==> config.mk <==
export PLATFORM = sky130hd
export DESIGN_NAME = stepper_phase_driver
export DESIGN_NICKNAME = d
export VERILOG_FILES = /design/src/rtl/stepper_pkg.sv /design/src/rtl/step_interval_timer.sv /design/src/rtl/stepper_phase_driver.sv
export SDC_FILE = /design/constraint.sdc
export NUM_CORES = 1
export LEC_CHECK = 0
export BUFFER_PORTS_ARGS = -buffer_cell sky130_fd_sc_hd__buf_2
export CAP_MARGIN = 15
export CORE_ASPECT_RATIO = 1.75
export CORE_MARGIN = 2
export CORE_UTILIZATION = 40
export DETAILED_ROUTE_END_ITERATION = 12
export SLEW_MARGIN = 20
export SYNTH_ARGS = -nofsm -noshare
export SYNTH_HDL_FRONTEND = slang
export SYNTH_SLANG_ARGS = --single-unit
==> constraint.sdc <==
create_clock -name clk -period 3.38 [get_ports clk]
set_input_delay 0.338 -clock clk [delete_from_list [all_inputs] [get_ports clk]]
set_output_delay 0.338 -clock clk [all_outputs]
set_load 0.02 [all_outputs]
==> src/rtl/stepper_pkg.sv <==
// Shared definitions for the stepper phase driver: coil phase table, coil bit
// positions and the step direction encoding used by the scan controller.
package stepper_pkg;

    localparam int COIL_A   = 0;
    localparam int COIL_B   = 1;
    localparam int COIL_A_N = 2;
    localparam int COIL_B_N = 3;

    typedef enum logic {
        FWD = 1'b0,
        REV = 1'b1
    } dir_e;

    // Half-step sequence; full-step mode uses only the odd (two-coil) entries.
    localparam logic [3:0] PHASE_TABLE [8] = '{
        4'b0001, 4'b0011, 4'b0010, 4'b0110,
        4'b0100, 4'b1100, 4'b1000, 4'b1001
    };

    function automatic logic [2:0] next_phase(input logic [2:0] phase,
                                              input dir_e       dir,
                                              input logic       half);
        logic [2:0] delta;
        delta = half ? 3'd1 : 3'd2;
        return (dir == REV) ? phase - delta : phase + delta;
    endfunction

endpackage

==> src/rtl/step_interval_timer.sv <==
// Saturating count of clocks since the last accepted step; answers "may the
// next step be taken" and "will the coils be idle after this edge".
module step_interval_timer #(
    parameter int MIN_STEP_GAP = 10,
    parameter int IDLE_TIMEOUT = 2000
) (
    input  logic clk,
    input  logic reset,
    input  logic clear,
    output logic gap_ok,
    output logic idle
);

    localparam int W = $clog2(IDLE_TIMEOUT + 1);
    localparam logic [W-1:0] TIMEOUT_V  = W'(IDLE_TIMEOUT);
    localparam logic [W-1:0] GAP_M1_V   = W'(MIN_STEP_GAP - 1);

    logic [W-1:0] since;
    logic [W-1:0] since_next;

    always_comb begin
        since_next = since;
        if (clear)
            since_next = '0;
        else if (since != TIMEOUT_V)
            since_next = since + 1'b1;
    end

    always_ff @(posedge clk or posedge reset) begin
        if (reset)
            since <= TIMEOUT_V;
        else
            since <= since_next;
    end

    // since is 0 in the cycle after an accepted step, so a request g cycles
    // later observes g-1; idle looks ahead so registered coils drop on time.
    assign gap_ok = (since >= GAP_M1_V);
    assign idle   = (since_next == TIMEOUT_V);

endmodule

==> src/rtl/stepper_phase_driver.sv <==
// Step/dir to four-coil phase driver with position tracking, step-rate
// rejection and idle de-energize.
module stepper_phase_driver
    import stepper_pkg::*;
#(
    parameter int HALF_STEP    = 1,
    parameter int MIN_STEP_GAP = 10,
    parameter int IDLE_TIMEOUT = 2000
) (
    input  logic        clk,
    input  logic        reset,
    input  logic        enable,
    input  logic        step,
    input  logic        dir,
    input  logic        clear_fault,
    output logic [3:0]  coils,
    output logic [15:0] position,
    output logic        energized,
    output logic        overspeed
);

    localparam logic       HALF_MODE   = (HALF_STEP != 0);
    localparam logic [2:0] PHASE_RESET = HALF_MODE ? 3'd0 : 3'd1;

    logic        step_q;
    logic [2:0]  phase;
    logic [2:0]  phase_next;
    logic [15:0] position_next;
    logic [3:0]  coils_next;
    logic        drive_next;
    logic        overspeed_next;
    logic        request;
    logic        accept;
    logic        reject;
    logic        gap_ok;
    logic        idle;

    step_interval_timer #(
        .MIN_STEP_GAP (MIN_STEP_GAP),
        .IDLE_TIMEOUT (IDLE_TIMEOUT)
    ) u_timer (
        .clk    (clk),
        .reset  (reset),
        .clear  (accept),
        .gap_ok (gap_ok),
        .idle   (idle)
    );

    always_comb begin
        request        = enable && step && !step_q;
        accept         = request && gap_ok;
        reject         = request && !gap_ok;
        phase_next     = phase;
        position_next  = position;
        if (accept) begin
            phase_next    = next_phase(phase, dir_e'(dir), HALF_MODE);
            position_next = (dir_e'(dir) == REV) ? position - 16'd1 : position + 16'd1;
        end
        drive_next     = enable && !idle;
        coils_next     = drive_next ? PHASE_TABLE[phase_next] : 4'b0000;
        overspeed_next = overspeed;
        if (reject)
            overspeed_next = 1'b1;
        else if (clear_fault)
            overspeed_next = 1'b0;
    end

    // step_q follows step even while disabled, so a step held across enable
    // rising is not mistaken for a new request.
    always_ff @(posedge clk or posedge reset) begin
        if (reset) begin
            step_q    <= 1'b0;
            phase     <= PHASE_RESET;
            position  <= 16'd0;
            coils     <= 4'b0000;
            energized <= 1'b0;
            overspeed <= 1'b0;
        end else begin
            step_q    <= step;
            phase     <= phase_next;
            position  <= position_next;
            coils     <= coils_next;
            energized <= drive_next;
            overspeed <= overspeed_next;
        end
    end

endmodule

[Word level (Yosys, flattened, before mapping)]
Memories as Yosys holds them, arrays and structs flattened.
Cells that the tools add are included.
Word-level totals
  bits in registers: 37
  memory bits (read-only): 32
  input bits: 6
  output and inout port bits: 22
  logic and storage cells: 37
  memories kept: 1
Memories
  (name not given): depth 8, width 4, read ports 1, clocked after memory_dff 0, write ports 0, line stepper_phase_driver.sv:60  | coils_next = drive_next ? PHASE_TABLE[phase_next] : 4'b0000;
Cells by class
  $add $sub $neg: 5
  order comparisons: 2
  equality and inequality tests: 2
  mux-type cells: 10
  bitwise gates (word level): 1
  reduce and logical (&&, ||, !) cells: 9
Operator list (count)
  two-way mux 11 bit: 2
  adder 16 x 1 -> 16 bit (second input constant): 1
  two-way mux 16 bit: 1
  subtractor 16 x 1 -> 16 bit (second input constant): 1
  two-way mux 4 bit: 3
  adder 11 x 1 -> 11 bit (second input constant): 1
  == test 11 bit (second input constant): 1
  >= comparator 11 x 4 -> 1 bit (second input constant): 1
  != test 11 bit (second input constant): 1
  two-way mux 3 bit: 2
  logical AND 1 bit: 5
  >= comparator 4 bit (second input constant): 1
  inverter 3 -> 4 bit: 1
  adder 3 x 1 -> 3 bit (second input constant): 1
  logical NOT 1 bit: 3
  subtractor 3 x 1 -> 3 bit (second input constant): 1
  two-way mux 1 bit: 2
  nonzero test 2 bit: 1

[Longest topological paths before layout]
Gate-level depths: netlist of run 1.
  depth after elaboration: 9
  gate-level depth with buffers: 10
  gate-level depth less buffers: 8

[Hierarchy]
From an unflattened synthesis of run 1, not the netlist that was laid out.
Second synthesis, totals
  cells, all modules: 269
  area total of the unflattened synthesis: 2501.1 µm²
By module, submodules not included
  stepper_phase_driver: times used 1, cells an instance 194, area each 1790.5 µm², sequential area each 650.6 µm²
  step_interval_timer: times used 1, cells an instance 75, area each 710.7 µm², sequential area each 282.8 µm²

[Worst setup path before layout of run 1]
OpenSTA, ideal clock, no wires.
  kind: reg-to-reg
  start point: register u_timer.since[0]
  end point: register coils[3]
  library setup time: 68 ps
  data arrival time: 2275 ps
  required time: 3312 ps
  slack: 1037 ps
  stages on the path, launching flop included: 11
  buffers on the path: 2
  clock period less this slack: 2343 ps
  cell sequence: dfrtp_1 -> clkbuf_1 -> inv_1 -> ha_1 -> nand2_1 -> or4_1 -> buf_2 -> mux2_4 -> o211a_1 -> o2111a_2 -> and4bb_1
Between the ends
  cells in the longest elaborated chain, start to end: 8
  elaborated cells on any way between the ends: 15
  classes of those cells: 1 x add/sub; 1 x order compare; 2 x eq/ne; 6 x mux; 1 x bitwise; 3 x reduce/logical; 1 x memory
RTL lines
  start, declared: line step_interval_timer.sv:18  | logic [W-1:0] since;
  start signal, assigned: line step_interval_timer.sv:33  | since <= since_next;
  >= comparator 11 x 4 -> 1 bit: line step_interval_timer.sv:38  | assign gap_ok = (since >= GAP_M1_V);
  logical AND 1 bit: line stepper_phase_driver.sv:51  | accept = request && gap_ok;
  two-way mux 3 bit: line stepper_phase_driver.sv:55  | if (accept) begin
  inverter 3 -> 4 bit (not written as such): line stepper_phase_driver.sv:60
  memory read (8 x 4 bit)
  two-way mux 4 bit (not written as such) (2 in series): line stepper_phase_driver.sv:60
  two-way mux 4 bit (*): line stepper_phase_driver.sv:60
  named net coils_next[3]: line stepper_phase_driver.sv:29  | logic [3:0] coils_next;
  end signal, assigned: line stepper_phase_driver.sv:82  | coils <= coils_next;
  end, declared: line stepper_phase_driver.sv:16  | output logic [3:0] coils,
Mark *: on every way through the listed nets, which the timed path passes. The rest lies on a longest branch. The select of a mux whose other input is x is not followed.
A chain may end at the register's enable or synchronous reset.

[Worst setup path in the final report of run 1]
  start point: register u_timer.since[1]
  end point: register coils[3]
Same word-level chain as after synthesis.

==> impl_metrics.json, run 1 <==
{
  "synth_top_area_cell": "dfrtp_1",
  "clock-root-buffer": "clkbuf_8",
  "yosys.area_share.xor_xnor_pct": 7.658,
  "path_cells": "inv_1 > ha_1 > o41ai_1 > a31oi_2 > nor3_1 > o2111a_2 > and4bb_1",
  "p_leak_nw": 1.291,
  "final_nets": 334,
  "grt_pass1_wl_mm": 9.328,
  "setup_tns_ns": 0,
  "critPathMaxFanout": 13,
  "arrival_ns": 2.64,
  "gp_congestion": 0.8323,
  "setup_viol": 0,
  "fin_skew_ns": 0.003785,
  "ctsHoldBuffers": 0,
  "ys_ff_latch": 37,
  "maxCapViolCount": 0,
  "io_buffers": 27,
  "numClockSinks": 37,
  "synth_mux_area_share_pct": 2.238,
  "yosysTopAreaCellShare_pct": 30.83,
  "wirelength_mm": 5.389,
  "powerDensity_nw_per_um2": 886.5,
  "critPathKind": "reg -> reg",
  "vias_per_cell": 5.328,
  "firstDrtPassIters": 4,
  "area_growth_pct": 12.83,
  "die_area_um2": 6966,
  "h-tree-depth": 2,
  "dp_hpwl_mm": 4.142,
  "synth.area.top_cells": "dfrtp_1 (31%), ha_1 (8.5%), dfstp_2 (6.3%), xnor2_1 (5.6%), o21ai_0 (4.4%)",
  "die_w_um": 63.96,
  "synth_flop_cell": "dfrtp_1",
  "cpPeakStageDelay_ns": 0.45,
  "ys_types": 52,
  "fmax_mhz": 405.4,
  "first_global_vias": 2050,
  "post_cts_buffers": 0,
  "fin_crit_ns": 2.467,
  "tightest_slew_ns": 0.6638,
  "start_kind": "register",
  "initial_core_util_pct": 41.02,
  "end_kind": "register",
  "final_cell_area_um2": 2839,
  "drive_gt1_share_pct": 16.45,
  "ys_seq_area_share_pct": 37.10,
  "grt_setup_unrepaired": "false",
  "rows": 38,
  "grt_use_total_pct": 17.10,
  "overflow": 0,
  "syn-mean-instance-area_um2": 8.954,
  "wl_per_cell_um": 13.82,
  "clkLatencyLatePin_ns": 0.28,
  "antenna_found_initial": 0,
  "vdd_drop_max_mv": 0.4655,
  "netlist_top_cells_count": "dfrtp_1 (31), nor2_1 (28), o21ai_0 (22)",
  "core-area_um2": 6133,
  "cts_tree": "yes",
  "drc": 0,
  "place_area_um2": 2753,
  "outcome": "completed",
  "synth.most_common_cell": "dfrtp_1",
  "required_ns": 3.56,
  "grt_max_degree": 38,
  "synthSimpleGateAreaFrac_pct": 20.49,
  "syn_area_um2": 2516,
  "ant_nets": 0,
  "hold_violations": 0,
  "synth_edf_count": 0,
  "synth_top_family_by_area": "simple AND/OR/NAND/NOR gates",
  "synthCells": 281,
  "dr_total_vias": 2078,
  "max_slew_margin_pct": 55.60,
  "synth_compound_area_share_pct": 18.85,
  "synth.net_count": 306,
  "drtIter0Drc": 88,
  "ios": 28,
  "cts_resized": 0,
  "async_reset_ff_share_pct": 100.0,
  "min_path_type": "in -> async",
  "cts_buffer_depth": 2,
  "fillers": 608,
  "insertedDiodeCount": 0,
  "finalCritPeriodShare_pct": 72.98,
  "die_y_um": 108.9,
  "crit_slowest_cell": "dfrtp_1",
  "drv_slew": 0,
  "clk_pin_slew_worst_paths_ns": 0.07,
  "yosys_warnings": 0,
  "synth_fa_ha_area_share_pct": 10.04,
  "cts_buffers": 5
}
## registers in the layout, indices dropped and copies added (netlist names)
signal	cells
u_timer.since	11
position	16
energized	1
phase	3
coils	4
step_q	1
overspeed	1
## per-layer routing
layer	track usage (%)	wire, um	vias up
met1	19.04	2262	963
met3	3.199	158	11
li1	-	-	1069
met4	8.696	153	0
met5	0	0	-
met2	30.58	2815	35
## cell usage in the layout, fill, tap and decap left out, types with 3 or more instances in the layout
cell / count
nor2_1: 28
nand2_1: 19
xnor2_1: 16
nand2b_1: 7
o21a_1: 4
buf_4: 5
dfstp_2: 6
nor3b_1: 3
nand3_1: 9
o31ai_1: 3
nor2b_1: 5
dfrtp_1: 31
a211oi_1: 6
a21o_1: 4
o21ai_0: 22
clkbuf_8: 5
mux2i_1: 3
ha_1: 17
a21oi_1: 16
nor3_1: 11
inv_1: 13
buf_2: 27
xor2_1: 6
nand4_1: 4
## final timing paths
| check | start | to | slack, ns | depth (start not counted) |
|---|---|---|---|---|
| worst min register to register | position[15]$_DFFE_PP0N_ | position[15]$_DFFE_PP0N_ | 0.48 | 1 |
| max in group asynchronous | reset | u_timer.since[4]$_DFF_PP1_ | 2.87 | 3 |
| worst max-delay path | u_timer.since[1]$_DFF_PP0_ | coils[3]$_DFF_PP0_ | 0.91 | 7 |
| worst min-delay path | reset | overspeed$_DFFE_PP0P_ | 0.15 | 3 |
| min in group clk | step | step_q$_DFF_PP0_ | 0.18 | 1 |
| worst max register to register | u_timer.since[1]$_DFF_PP0_ | coils[3]$_DFF_PP0_ | 0.91 | 7 |
## worst max-delay path, delay by kind of cell, from the launching register on
family	cells	cell delay [ns]
fa+ha+maj	1	0.19
compound gates	3	1.11
simple gates	2	0.50
flops	1	0.45
buf+inv	1	0.12
## layout make-up
cell class / count / area [um2] / share of cell area (%)
repair buffers: 32 / 172.7 / 6.082
inverters: 13 / 48.80 / 1.719
well taps: 80 / 100.1 / 3.526
clock inverters: 3 / 17.52 / 0.6170
flip-flops and latches: 37 / 933.4 / 32.88
multi-input cells: 220 / 1498 / 52.75
clock buffers: 5 / 68.82 / 2.424
## where the power goes
| part | switching, mW | internal, mW | total, mW |
|---|---|---|---|
| registers | 0.189 | 0.628 | 0.818 |
| logic | 0.804 | 0.596 | 1.40 |
| clock network | 0.157 | 0.142 | 0.299 |
| total | 1.15 | 1.37 | 2.52 |
## cells by family (layout without fill, tap and decap cells)
logic type / count (synthesis) / count (layout)
XOR/XNOR: 22 / 22
buffers and inverters: 24 / 53
flip-flops: 37 / 37
AND/OR/NAND/NOR: 101 / 101
adder cells (fa/ha/maj): 19 / 19
multiplexers: 5 / 5
AO/OA/AOI/OAI: 73 / 73
## through the flow
stage	instances	setup WS, ns	total power [mW]	hold slack (ns)	util [%]
2_1_floorplan	281	1.037	1.872	0.3694	-
3_3_place_gp	382	0.8662	2.222	0.4617	44.88
3_5_place_dp	382	0.8179	2.234	0.4585	44.88
4_1_cts	390	0.9036	2.552	0.1611	46.29
5_1_grt	390	0.7574	2.765	0.1557	46.29
6_report	390	0.9132	2.517	0.1533	46.29
Note: power is estimated with default switching activity, not from simulation.
==> inputs of run 2 (changes only) <==
==> constraint.sdc (replaced) <==
create_clock -name clk -period 2.05 [get_ports clk]
set_input_delay 0.205 -clock clk [delete_from_list [all_inputs] [get_ports clk]]
set_output_delay 0.205 -clock clk [all_outputs]
set_load 0.02 [all_outputs]
==> run 2 against run 1 <==
Against the previous run:
- via count grew 19%
- fmax grew 16%
- flip-flop and latch count is the same
- the run now ends with setup timing left
- sequential power grew 56%
- setup slack lost 1.0 ns
- final cell count grew 19%
- sequential share of layout area shrank 7.5 points
- first-iteration DRC count shrank 8.0%
- global-route usage grew 3.4 points
==> impl_metrics.json, run 2 (same netlist as run 1, synthesis figures left out) <==
{
  "final_cells": 466,
  "reg2reg_depth": 8,
  "ios": 28,
  "cts_tree": "yes",
  "overflow": 0,
  "initial_core_util_pct": 41.02,
  "place_area_um2": 3306,
  "arrival_ns": 2.32,
  "dp_hpwl_mm": 5.091,
  "fin_crit_ns": 2.134,
  "grt_max_degree": 38,
  "clk_pin_slew_worst_paths_ns": 0.08,
  "min_path_type": "in -> async",
  "p_leak_nw": 1.759,
  "end_kind": "register",
  "core-area_um2": 6133,
  "cp-startpoint": "u_timer.since[0]$_DFF_PP0_",
  "numClockSinks": 37,
  "area_growth_pct": 46.99,
  "die_area_um2": 6966,
  "first_global_vias": 2540,
  "grt_pass1_wl_mm": 11.03,
  "clkLatencyLatePin_ns": 0.30,
  "firstDrtPassIters": 4,
  "mostFrequentLayoutCells": "buf_4 (77), nor2_1 (28), buf_2 (27)",
  "finalCritPeriodShare_pct": 104.1,
  "wl_per_cell_um": 14.48,
  "wirelength_mm": 6.750,
  "drive_gt1_share_pct": 44.04,
  "fmax_mhz": 468.6,
  "critPathMaxFanout": 5,
  "vdd_drop_max_mv": 0.7823,
  "vias_per_cell": 5.324,
  "max_slew_margin_pct": 67.28,
  "io_buffers": 27,
  "fillers": 541,
  "grt_use_total_pct": 20.54,
  "worst_slack_ns": -0.08413,
  "insertedDiodeCount": 0,
  "required_ns": 2.24,
  "tightest_slew_ns": 0.4908,
  "drv_slew": 0,
  "final_cell_area_um2": 3699,
  "dr_total_vias": 2481,
  "largestRegisters": "position x16, u_timer.since x11, coils x4",
  "timing.rr.end": "coils[1]$_DFF_PP0_",
  "crit_path_end": "coils[1]$_DFF_PP0_",
  "maxCapViolCount": 0,
  "top_register": "position",
  "die_w_um": 63.96,
  "place_inst": 450,
  "hold_violations": 0,
  "die_y_um": 108.9,
  "setup_viol": 3,
  "final_common_cell": "buf_4",
  "cts_buffer_depth": 2,
  "start_kind": "register",
  "drtIter0Drc": 81,
  "grt_setup_unrepaired": "true",
  "ant_nets": 0,
  "gp_congestion": 0.9100,
  "powerDensity_nw_per_um2": 1464,
  "largest_reg_flops": 16,
  "clock-root-buffer": "clkbuf_8",
  "antenna_found_initial": 0,
  "fin_skew_ns": 0.007961,
  "violations": "setup timing",
  "h-tree-depth": 2,
  "power.total_mw": 5.415,
  "ctsHoldBuffers": 0,
  "cts_buffers": 5,
  "drc": 0,
  "final_nets": 410,
  "rows": 38,
  "outcome": "complete, but fails checks",
  "r2r_start": "u_timer.since[0]$_DFF_PP0_",
  "rrSetupSlack_ns": -0.08,
  "critPathKind": "reg -> reg"
}
[run 2: worst min-delay path by stage]
stage / cells past startpoint / slack [ns] / to
4_1_cts: 1 / 0.01 / step_q$_DFF_PP0_
3_5_place_dp: 1 / 0.33 / step_q$_DFF_PP0_
5_1_grt: 1 / 0.02 / step_q$_DFF_PP0_
2_1_floorplan: 0 / 0.24 / step_q$_DFF_PP0_
6_report: 3 / 0.008 / phase[1]$_DFF_PP0_
3_3_place_gp: 1 / 0.33 / step_q$_DFF_PP0_
[run 2: critical path: stages, from the launching register on]
cell	delay, ns
dfrtp_2	0.45
inv_4	0.08
ha_4	0.12
nand2_2	0.04
or4_4	0.49
mux2_4	0.21
o211a_1	0.17
o2111a_2	0.26
and4b_1	0.20
[run 2: per-layer routing]
metal  vias to the layer above  GRT usage, %  part of all wire (%)
met5                         -             0                     0
met4                         0         15.68                   5.8
met1                      1173         19.53                    36
li1                       1219             -                     -
met2                        60         38.17                    55
met3                        29         3.612                   3.0
[run 2: repair_timing]
| item | CTS | global route |
|---|---|---|
| buffers inserted | 5 | 3 |
| setup endpoints to repair | 11 | 14 |
| pin swaps | 5 | 6 |
| resized for setup | 10 | 39 |
[run 2: area by class of cell]
cell class,count,area (um2),share of cell area [%]
clock inverters,3,17.52,0.4736
well taps,80,100.1,2.706
flip-flops and latches,37,939.7,25.41
multi-input cells,220,1763,47.67
repair buffers,108,758.2,20.50
clock buffers,5,68.82,1.861
inverters,13,51.30,1.387
[run 2: where the power goes]
group	leakage (nW)	total (mW)	switching, mW	internal (mW)
Clock	0.0439	0.517	0.282	0.235
Combinational	1.27	3.62	1.84	1.78
Sequential	0.443	1.28	0.235	1.04
Total	1.76	5.42	2.36	3.06
[run 2: through the flow]
stage / utilization, % / setup slack [ns] / hold slack, ns / TNS [ns]
CTS: 56.67 / -0.06473 / 0.01285 / -0.2219
floorplan: - / -0.1698 / 0.2364 / -0.7146
global placement: 53.90 / -0.1443 / 0.3317 / -0.8566
global route: 60.30 / -0.1420 / 0.01649 / -0.5551
detailed placement: 53.90 / -0.1940 / 0.3323 / -1.244
finish: 60.30 / -0.08413 / 0.007904 / -0.2241
